[src/rtl/mem_port_arbiter_pkg.sv]
// Shared constants for the I/D unified-memory port arbiter: word size,
// FSM state encoding, owner encoding and the round-robin pick rule.
package mem_port_arbiter_pkg;

  localparam int WORD_SIZE_DEF = 16;

  localparam logic [1:0] ST_IDLE = 2'd0;
  localparam logic [1:0] ST_BUSY = 2'd1;
  localparam logic [1:0] ST_RESP = 2'd2;

  localparam logic OWN_I = 1'b0;
  localparam logic OWN_D = 1'b1;

  // D wins a tie only when I held the previous grant, so neither side starves.
  function automatic logic pick_owner(input logic i_req, input logic d_req,
                                      input logic last_grant);
    logic own_s;
    if (d_req && (!i_req || (last_grant == OWN_I))) begin
      own_s = OWN_D;
    end else begin
      own_s = OWN_I;
    end
    return own_s;
  endfunction

endpackage

[src/rtl/mem_port_arbiter_latency_counter.sv]
// Down-counter that paces the fixed memory latency: loaded on a grant,
// then counts down to zero and parks there.
module mem_latency_counter
  import mem_port_arbiter_pkg::*;
#(
  parameter int CNT_W = 4
) (
  input  logic             Clk,
  input  logic             Reset_N,
  input  logic             load,
  input  logic [CNT_W-1:0] load_val,
  output logic [CNT_W-1:0] cnt,
  output logic             zero
);

  // Load on grant, otherwise decrement until zero.
  always_ff @(posedge Clk) begin
    if (!Reset_N) begin
      cnt <= CNT_W'(0);
    end else if (load) begin
      cnt <= load_val;
    end else if (cnt != CNT_W'(0)) begin
      cnt <= cnt - CNT_W'(1);
    end else begin
      cnt <= cnt;
    end
  end

  assign zero = (cnt == CNT_W'(0));

endmodule

[src/rtl/mem_port_arbiter.sv]
// Shares one single-ported fixed-latency memory between instruction fetch (I)
// and data access (D): one transaction at a time, round-robin, registered outputs.
module mem_port_arbiter
  import mem_port_arbiter_pkg::*;
#(
  parameter int WORD_SIZE   = WORD_SIZE_DEF,
  parameter int MEM_LATENCY = 4,
  parameter int CNT_W       = 4
) (
  input  logic                 Clk,
  input  logic                 Reset_N,
  input  logic                 i_req,
  input  logic [WORD_SIZE-1:0] i_addr,
  output logic [WORD_SIZE-1:0] i_rdata,
  output logic                 i_done,
  input  logic                 d_req,
  input  logic                 d_we,
  input  logic [WORD_SIZE-1:0] d_addr,
  input  logic [WORD_SIZE-1:0] d_wdata,
  output logic [WORD_SIZE-1:0] d_rdata,
  output logic                 d_done,
  output logic                 m_read,
  output logic                 m_write,
  output logic [WORD_SIZE-1:0] m_addr,
  output logic [WORD_SIZE-1:0] m_wdata,
  input  logic [WORD_SIZE-1:0] m_rdata,
  output logic                 busy
);

  localparam logic [CNT_W-1:0]     LOAD_VAL = CNT_W'(MEM_LATENCY - 1);
  localparam logic [WORD_SIZE-1:0] ZERO_W   = {WORD_SIZE{1'b0}};

  logic [1:0]       state_r;
  logic             owner_r;
  logic             last_grant_r;
  logic             grant_owner_s;
  logic             load_s;
  logic             cnt_zero_s;
  logic [CNT_W-1:0] cnt_unused_s;

  // Winner of a fresh grant; the counter loads on the same edge as the grant.
  always_comb begin
    grant_owner_s = pick_owner(i_req, d_req, last_grant_r);
    if ((state_r == ST_IDLE) && (i_req || d_req)) begin
      load_s = 1'b1;
    end else begin
      load_s = 1'b0;
    end
  end

  mem_latency_counter #(
    .CNT_W(CNT_W)
  ) u_latency_counter (
    .Clk      (Clk),
    .Reset_N  (Reset_N),
    .load     (load_s),
    .load_val (LOAD_VAL),
    .cnt      (cnt_unused_s),
    .zero     (cnt_zero_s)
  );

  // Transaction FSM; the m_* fields stay latched for the whole BUSY phase.
  always_ff @(posedge Clk) begin
    if (!Reset_N) begin
      state_r      <= ST_IDLE;
      owner_r      <= OWN_I;
      last_grant_r <= OWN_I;
      m_read       <= 1'b0;
      m_write      <= 1'b0;
      m_addr       <= ZERO_W;
      m_wdata      <= ZERO_W;
      i_done       <= 1'b0;
      d_done       <= 1'b0;
      i_rdata      <= ZERO_W;
      d_rdata      <= ZERO_W;
      busy         <= 1'b0;
    end else begin
      case (state_r)
        ST_IDLE: begin
          if (load_s) begin
            owner_r      <= grant_owner_s;
            last_grant_r <= grant_owner_s;
            busy         <= 1'b1;
            state_r      <= ST_BUSY;
            if (grant_owner_s == OWN_D) begin
              m_addr  <= d_addr;
              m_wdata <= d_wdata;
              m_write <= d_we;
              m_read  <= ~d_we;
            end else begin
              m_addr  <= i_addr;
              m_write <= 1'b0;
              m_read  <= 1'b1;
            end
          end else begin
            state_r <= ST_IDLE;
          end
        end
        ST_BUSY: begin
          // m_rdata is only valid in the final BUSY cycle.
          if (cnt_zero_s) begin
            m_read  <= 1'b0;
            m_write <= 1'b0;
            state_r <= ST_RESP;
            if (owner_r == OWN_D) begin
              d_done <= 1'b1;
              if (!m_write) begin
                d_rdata <= m_rdata;
              end else begin
                d_rdata <= d_rdata;
              end
            end else begin
              i_done  <= 1'b1;
              i_rdata <= m_rdata;
            end
          end else begin
            state_r <= ST_BUSY;
          end
        end
        ST_RESP: begin
          i_done  <= 1'b0;
          d_done  <= 1'b0;
          busy    <= 1'b0;
          state_r <= ST_IDLE;
        end
        default: begin
          m_read  <= 1'b0;
          m_write <= 1'b0;
          i_done  <= 1'b0;
          d_done  <= 1'b0;
          busy    <= 1'b0;
          state_r <= ST_IDLE;
        end
      endcase
    end
  end

endmodule

[config.mk]
export PLATFORM = sky130hd
export DESIGN_NAME = mem_port_arbiter
export DESIGN_NICKNAME = d
export VERILOG_FILES = /design/src/rtl/mem_port_arbiter_pkg.sv /design/src/rtl/mem_port_arbiter_latency_counter.sv /design/src/rtl/mem_port_arbiter.sv
export SDC_FILE = /design/constraint.sdc
export NUM_CORES = 1
export LEC_CHECK = 0
export CORE_MARGIN = 8
export CORE_UTILIZATION = 38
export DETAILED_ROUTE_END_ITERATION = 10
export PLACE_DENSITY_LB_ADDON = 0.2
export SLEW_MARGIN = 20
export SYNTH_ARGS = -nofsm -noshare
export SYNTH_HDL_FRONTEND = slang
export SYNTH_HIERARCHICAL = 1
export SYNTH_SLANG_ARGS = --single-unit
export TNS_END_PERCENT = 1
[constraint.sdc]
create_clock -name Clk -period 1.65 [get_ports Clk]
set_input_delay 0.2475 -clock Clk [delete_from_list [all_inputs] [get_ports Clk]]
set_output_delay 0.2475 -clock Clk [all_outputs]
set_load 0.02 [all_outputs]
==> results_dict.tcl, run 1 <==
set metrics [dict create \
    synth_cell_types 42 \
    diodes 0 \
    yosysSeqAreaShare_pct 47.99 \
    stdcell_area_mm2 0.005012 \
    cts_buffer_depth 2 \
    end_kind "flip-flop" \
    wl_per_cell_um 14.89 \
    timing.fmax_mhz 609.2 \
    cp_max_fo 8 \
    vdd_drop_max_mv 0.4370 \
    p_leak_nw 1.901 \
    setup_viol 0 \
    cp.required_ns 1.92 \
    finalCritPeriodShare_pct 99.49 \
    syn-cell-area_mm2 0.003171 \
    antenna_found_initial 0 \
    h-tree-depth 3 \
    maxSlewViolCount 0 \
    avgSynthCellArea_um2 9.190 \
    fin_skew_ns 0.008843 \
    io_pins 138 \
    maxCapViolations 0 \
    place_inst 584 \
    pre_cts_ws_ns -0.06395 \
    grt_use_total_pct 15.15 \
    synth_top_area_cell "dfxtp_1" \
    clock_latency_ns 0.33 \
    ff2ff_setup_slack_ns 0.008 \
    clock_tree.root_cell "clkbuf_8" \
    synth_edf_count 0 \
    synthToLayoutAreaGrowth_pct 58.09 \
    die-area_mm2 0.01152 \
    synthArstFlopShare_pct 0 \
    grt_pass1_vias 2925 \
    status "complete, no violations" \
    drc 0 \
    overflow 0 \
    grt_max_degree 69 \
    gp_congestion 0.7688 \
    final_cell_count_no_fill 604 \
    tritoncts "built" \
    grt_pass1_wl_um 14460 \
    vias_per_cell 4.843 \
    ys_ff_latch 76 \
    antenna_left 0 \
    synth_top_area_share_pct 47.99 \
    num_rows 33 \
    chipWidth_um 107.3 \
    vias 2925 \
    place_area_mm2 0.004738 \
    final-hold-violation-count 0 \
    die_h_um 107.3 \
    final_util_pct 61.62 \
    drt_wl_total_um 8993 \
    critPathArrivalTime_ns 1.91 \
    drt_iter0_drc 91 \
    core-area_mm2 0.008134 \
    fin_nets 564 \
    layout-drive-gt1-share_pct 11.62 \
    first_pass_iters 4 \
    setup_slack_ns 0.008449 \
    clkTransAtPathRegs_ns 0.08 \
    fin_hold_ws_ns 0.2353 \
    rsz0062_at_grt "yes" \
    yosysWarnings 6 \
    period_needed_ns 1.642 \
    path_class "reg -> reg" \
    ys_top_cells_by_area "dfxtp_1 (48%), nand2_1 (11%), mux2i_1 (10%), a311oi_1 (4.4%), nand3_1 (3.0%)" \
    initial_utilization_pct 38.98 \
    start_kind "flip-flop" \
    power_mw 5.574 \
    min_path_type "in -> reg" \
    hpwlAfterDp_um 6447 \
    io_buffers 137 \
    mostFrequentLayoutCells "clkdlybuf4s50_1 (135), nand2_1 (97), dfxtp_1 (74)" \
    cts_buffers 9 \
    p_per_area_mw_per_mm2 1112 \
    fin_tns_setup_ns 0 \
    synthFlopType "dfxtp_1" \
    final_common_cell "clkdlybuf4s50_1" \
    synth_cells 345 \
    cts_hold_buffers 0 \
    clock_sinks 76 \
]
registers in the layout (all words and copies together), names as in the netlist:
| register | count |
|---|---|
| u_latency_counter/cnt | 4 |
| d_rdata | 16 |
| d_done | 1 |
| state_r | 2 |
| m_read | 1 |
| i_rdata | 16 |
| last_grant_r | 1 |
| i_done | 1 |
| m_wdata | 16 |
| m_write | 1 |
| m_addr | 16 |
| busy | 1 |
cell type report:
| cell class | count | area [µm²] |
|---|---|---|
| tap | 105 | 131.4 |
| clock inverter | 4 | 72.57 |
| inverter | 4 | 15.01 |
| clock buffer | 12 | 145.1 |
| timing repair buffer | 162 | 1633 |
| multi-input combinational | 241 | 1491 |
| sequential | 76 | 1524 |
| fill | 702 | 3122 |
critical path: stages, from the launching register on:
cell and delay (ns):
dfxtp_2 0.33, inv_2 0.08, ha_4 0.14, nor3b_4 0.27, nand3b_4 0.12, nor3_4 0.24, clkbuf_16 0.22, mux2i_1 0.18
final timing paths:
check | from | end | cells past startpoint
worst max-delay path | u_latency_counter/cnt[0] | d_rdata[10] | 7
worst min-delay path | Reset_N | m_wdata[10] | 3
worst max register to register | u_latency_counter/cnt[0] | d_rdata[10] | 7
worst min register to register | m_wdata[5] | m_wdata[5] | 2
Yosys cell counts, types with 2 or more instances:
cell      number
dfxtp_1       76
xnor2_1        2
nand2_1       97
buf_2          4
o21a_1         4
nor3_1         2
nor3_4         3
buf_1          5
mux2i_1       33
nand2b_1       2
a21oi_1       18
a311oi_1      16
buf_4          4
a31oi_1        2
conb_1         2
buf_12         2
o21ai_0       17
inv_1          4
clkbuf_1       8
buf_6          3
nand3_1       19
nor2_1         2
power breakdown:
group	internal, mW	leakage (nW)	switching [mW]
Sequential	2.07	0.623	0.143
Clock	0.893	0.107	0.647
Combinational	0.936	1.17	0.890
Total	3.89	1.90	1.68
kinds of logic (layout without fill, tap and decap cells):
group | Yosys count | in the layout | synth area share [%]
compound gates | 66 | 66 | 13.81
xor+xnor | 2 | 2 | 0.5526
simple gates | 134 | 134 | 20.32
flops | 76 | 76 | 47.99
other cells | 2 | 4 | 0.2369
mux | 34 | 34 | 10.77
fa+ha+maj | 1 | 1 | 0.3946
buf+inv | 30 | 182 | 5.919
metal layers:
| metal | part of all wire, % | global-route usage (%) | vias to the layer above |
|---|---|---|---|
| li1 | - | - | 1481 |
| met1 | 43 | 18.20 | 1332 |
| met2 | 43 | 23.21 | 104 |
| met3 | 13 | 7.784 | 8 |
| met4 | 0.80 | 4.163 | 0 |
| met5 | 0 | 0 | - |
what timing repair did:
| item | 4_1_cts | 5_1_grt |
|---|---|---|
| buffers inserted | 0 | 3 |
| endpoints found under the setup margin | 1 | 27 |
| endpoints found under the hold margin | 0 | 0 |
| gates cloned | 0 | 1 |
| pin swaps | 0 | 4 |
| gates resized for setup | 1 | 10 |
(Power assumes the default switching activity.)
==> run 2, diff against run 1 <==
Settings changed: CTS_CLUSTER_SIZE set to 14.
==> results of run 2 <==
No change in the layout: final DEF, timing and power equal those of run 1.
==> run 3, diff against run 2 <==
Settings changed: REMOVE_ABC_BUFFERS set to 1, SETUP_SLACK_MARGIN set to 0.1.
==> run 3 against run 2 <==
  * Hold slack gained 0.0041 ns
  * Highest routed layer unchanged
  * Worst setup slack gained 0.065 ns
  * Sequential share of layout area grew 0.82 points
  * Clock power is essentially flat
  * Routed wire length grew 2.6%
  * Count of clock-buffer cells in the layout shrank 3
  * Clock skew shrank 0.00066 ns
==> results_dict.tcl, run 3 (synthesis results as in run 1) <==
set metrics [dict create \
    status "complete, no violations" \
    gp_congestion 0.7321 \
    antenna_left 0 \
    multi_input_area_mm2 0.001481 \
    path_class "reg -> reg" \
    r2r_start "u_latency_counter/cnt[1]" \
    num_rows 33 \
    r2r_end "d_rdata[7]" \
    place_inst 580 \
    cp.required_ns 1.93 \
    io_pins 138 \
    maxSlewViolCount 0 \
    ff2ff_setup_slack_ns 0.07 \
    critPathArrivalTime_ns 1.85 \
    min_from "Reset_N" \
    clkTransAtPathRegs_ns 0.08 \
    clock_sinks 76 \
    regArea_mm2 0.001524 \
    p_leak_nw 2.250 \
    min_path_type "in -> reg" \
    cp_max_fo 16 \
    place_area_mm2 0.004693 \
    timing.fmax_mhz 634.1 \
    setup_slack_ns 0.07308 \
    mostFrequentLayoutCells "nand2_1 (97), dfxtp_1 (74), clkdlybuf4s50_1 (68)" \
    fin_tns_setup_ns 0 \
    relSlewSlack_pct 52.98 \
    final_cell_count_no_fill 596 \
    rsz0062_at_grt "yes" \
    vias_per_cell 4.982 \
    drc 0 \
    cts_buffers 9 \
    chipWidth_um 107.3 \
    final-hold-violation-count 0 \
    first_pass_iters 4 \
    vdd_drop_max_mv 0.4479 \
    synthToLayoutAreaGrowth_pct 53.95 \
    final_common_cell "nand2_1" \
    period_needed_ns 1.577 \
    maxCapViolations 0 \
    fin_skew_ns 0.008185 \
    end_kind "flip-flop" \
    cts_hold_buffers 0 \
    initial_utilization_pct 38.98 \
    grt_pass1_wl_um 15250 \
    tightestPinTransition_ns 0.7045 \
    clock_latency_ns 0.34 \
    critPathMaxStageDelay_ns 0.33 \
    layout-drive-gt1-share_pct 10.18 \
    wl_per_cell_um 15.49 \
    drt_iter0_drc 91 \
    die_h_um 107.3 \
    tritoncts "built" \
    drt_wl_total_um 9230 \
    finalCritPeriodShare_pct 95.57 \
    core-area_mm2 0.008134 \
    h-tree-depth 3 \
    p_per_area_mw_per_mm2 1115 \
    grt_max_degree 55 \
    die-area_mm2 0.01152 \
    antenna_found_initial 0 \
    cp-startpoint "u_latency_counter/cnt[1]" \
    worstRegToRegCells 8 \
    pre_cts_ws_ns -0.06047 \
    grt_pass1_vias 3051 \
    cp_cell_sequence "inv_2 -> ha_4 -> nor3b_4 -> buf_6 -> nand3b_4 -> nor3_4 -> buf_12 -> mux2i_1" \
    crit_slowest_cell "dfxtp_2" \
    overflow 0 \
    vias 2969 \
    hpwlAfterDp_um 6604 \
    fin_nets 557 \
    clock_tree.root_cell "clkbuf_8" \
    start_kind "flip-flop" \
    fill_cells 725 \
    critPathCapture "d_rdata[7]" \
    cts_buffer_depth 2 \
    power_mw 5.443 \
    stdcell_area_mm2 0.004881 \
    diodes 0 \
    grt_use_total_pct 16.15 \
    io_buffers 137 \
    setup_viol 0 \
]
==> run 3: cell count changes in the layout (fill, tap and decap cells not counted), sizes merged <==
cell,previous run,this run
dlygate4sd2,1,59
buf,25,19
clkbuf,13,9
clkinvlp,1,2
dlymetal6s2s,0,9
clkdlybuf4s50,135,68
inv,4,5
==> run 3: worst min-delay path by stage <==
| stage | endpoint | slack, ns | cells past startpoint |
|---|---|---|---|
| 6_report | m_wdata[7] | 0.24 | 3 |
| 5_1_grt | m_wdata[7] | 0.25 | 3 |
| 4_1_cts | m_wdata[7] | 0.23 | 3 |
| 3_5_place_dp | d_rdata[5] | 0.45 | 2 |
| 3_3_place_gp | d_rdata[6] | 0.44 | 2 |
| 2_1_floorplan | m_read | 0.36 | 1 |
==> run 3: what timing repair did <==
item / in CTS / in global routing
gates cloned: 0 / 0
resized for setup: 66 / 9
endpoints found under the setup margin: 92 / 43
pin swaps: 1 / 0
buffers inserted: 1 / 0
hold endpoints to repair: 0 / 0
==> run 3: report_power, final <==
part           switching, mW  internal [mW]
Clock                  0.698          0.846
Sequential             0.134           2.06
Combinational          0.893          0.808
Total                   1.72           3.72
==> run 3: per-layer routing <==
| metal | share of wire [%] | wire (µm) | GRT usage [%] | up-vias |
|---|---|---|---|---|
| met5 | 0 | 0 | 0 | - |
| li1 | - | - | - | 1475 |
| met1 | 42 | 3886 | 19.15 | 1375 |
| met4 | 1.5 | 137 | 5.748 | 0 |
| met3 | 11 | 1006 | 6.707 | 12 |
| met2 | 45 | 4199 | 25.64 | 107 |
==> run 3: cell type report <==
class                      count  share of cell area, %
clock inverter                 6                  1.820
sequential                    76                  31.22
timing repair buffer         155                  31.07
clock buffer                   9                  2.538
multi-input combinational    241                  30.35
inverter                       4                 0.3076
tap                          105                  2.692
==> run 3: critical path, delay by kind of cell (launching register included) <==
kind / cells / cell delay [ns]
adders and majority gates: 1 / 0.14
buffers and inverters: 3 / 0.41
DFF: 1 / 0.33
muxes: 1 / 0.19
and+or+nand+nor: 3 / 0.43
==> run 3: through the flow <==
stage	hold slack [ns]	util, %
final	0.2394	60.01
after global routing	0.2540	60.01
after CTS	0.2259	59.73
after detailed placement	0.4454	57.70
after global placement	0.4409	57.70
after floorplan	0.3650	-
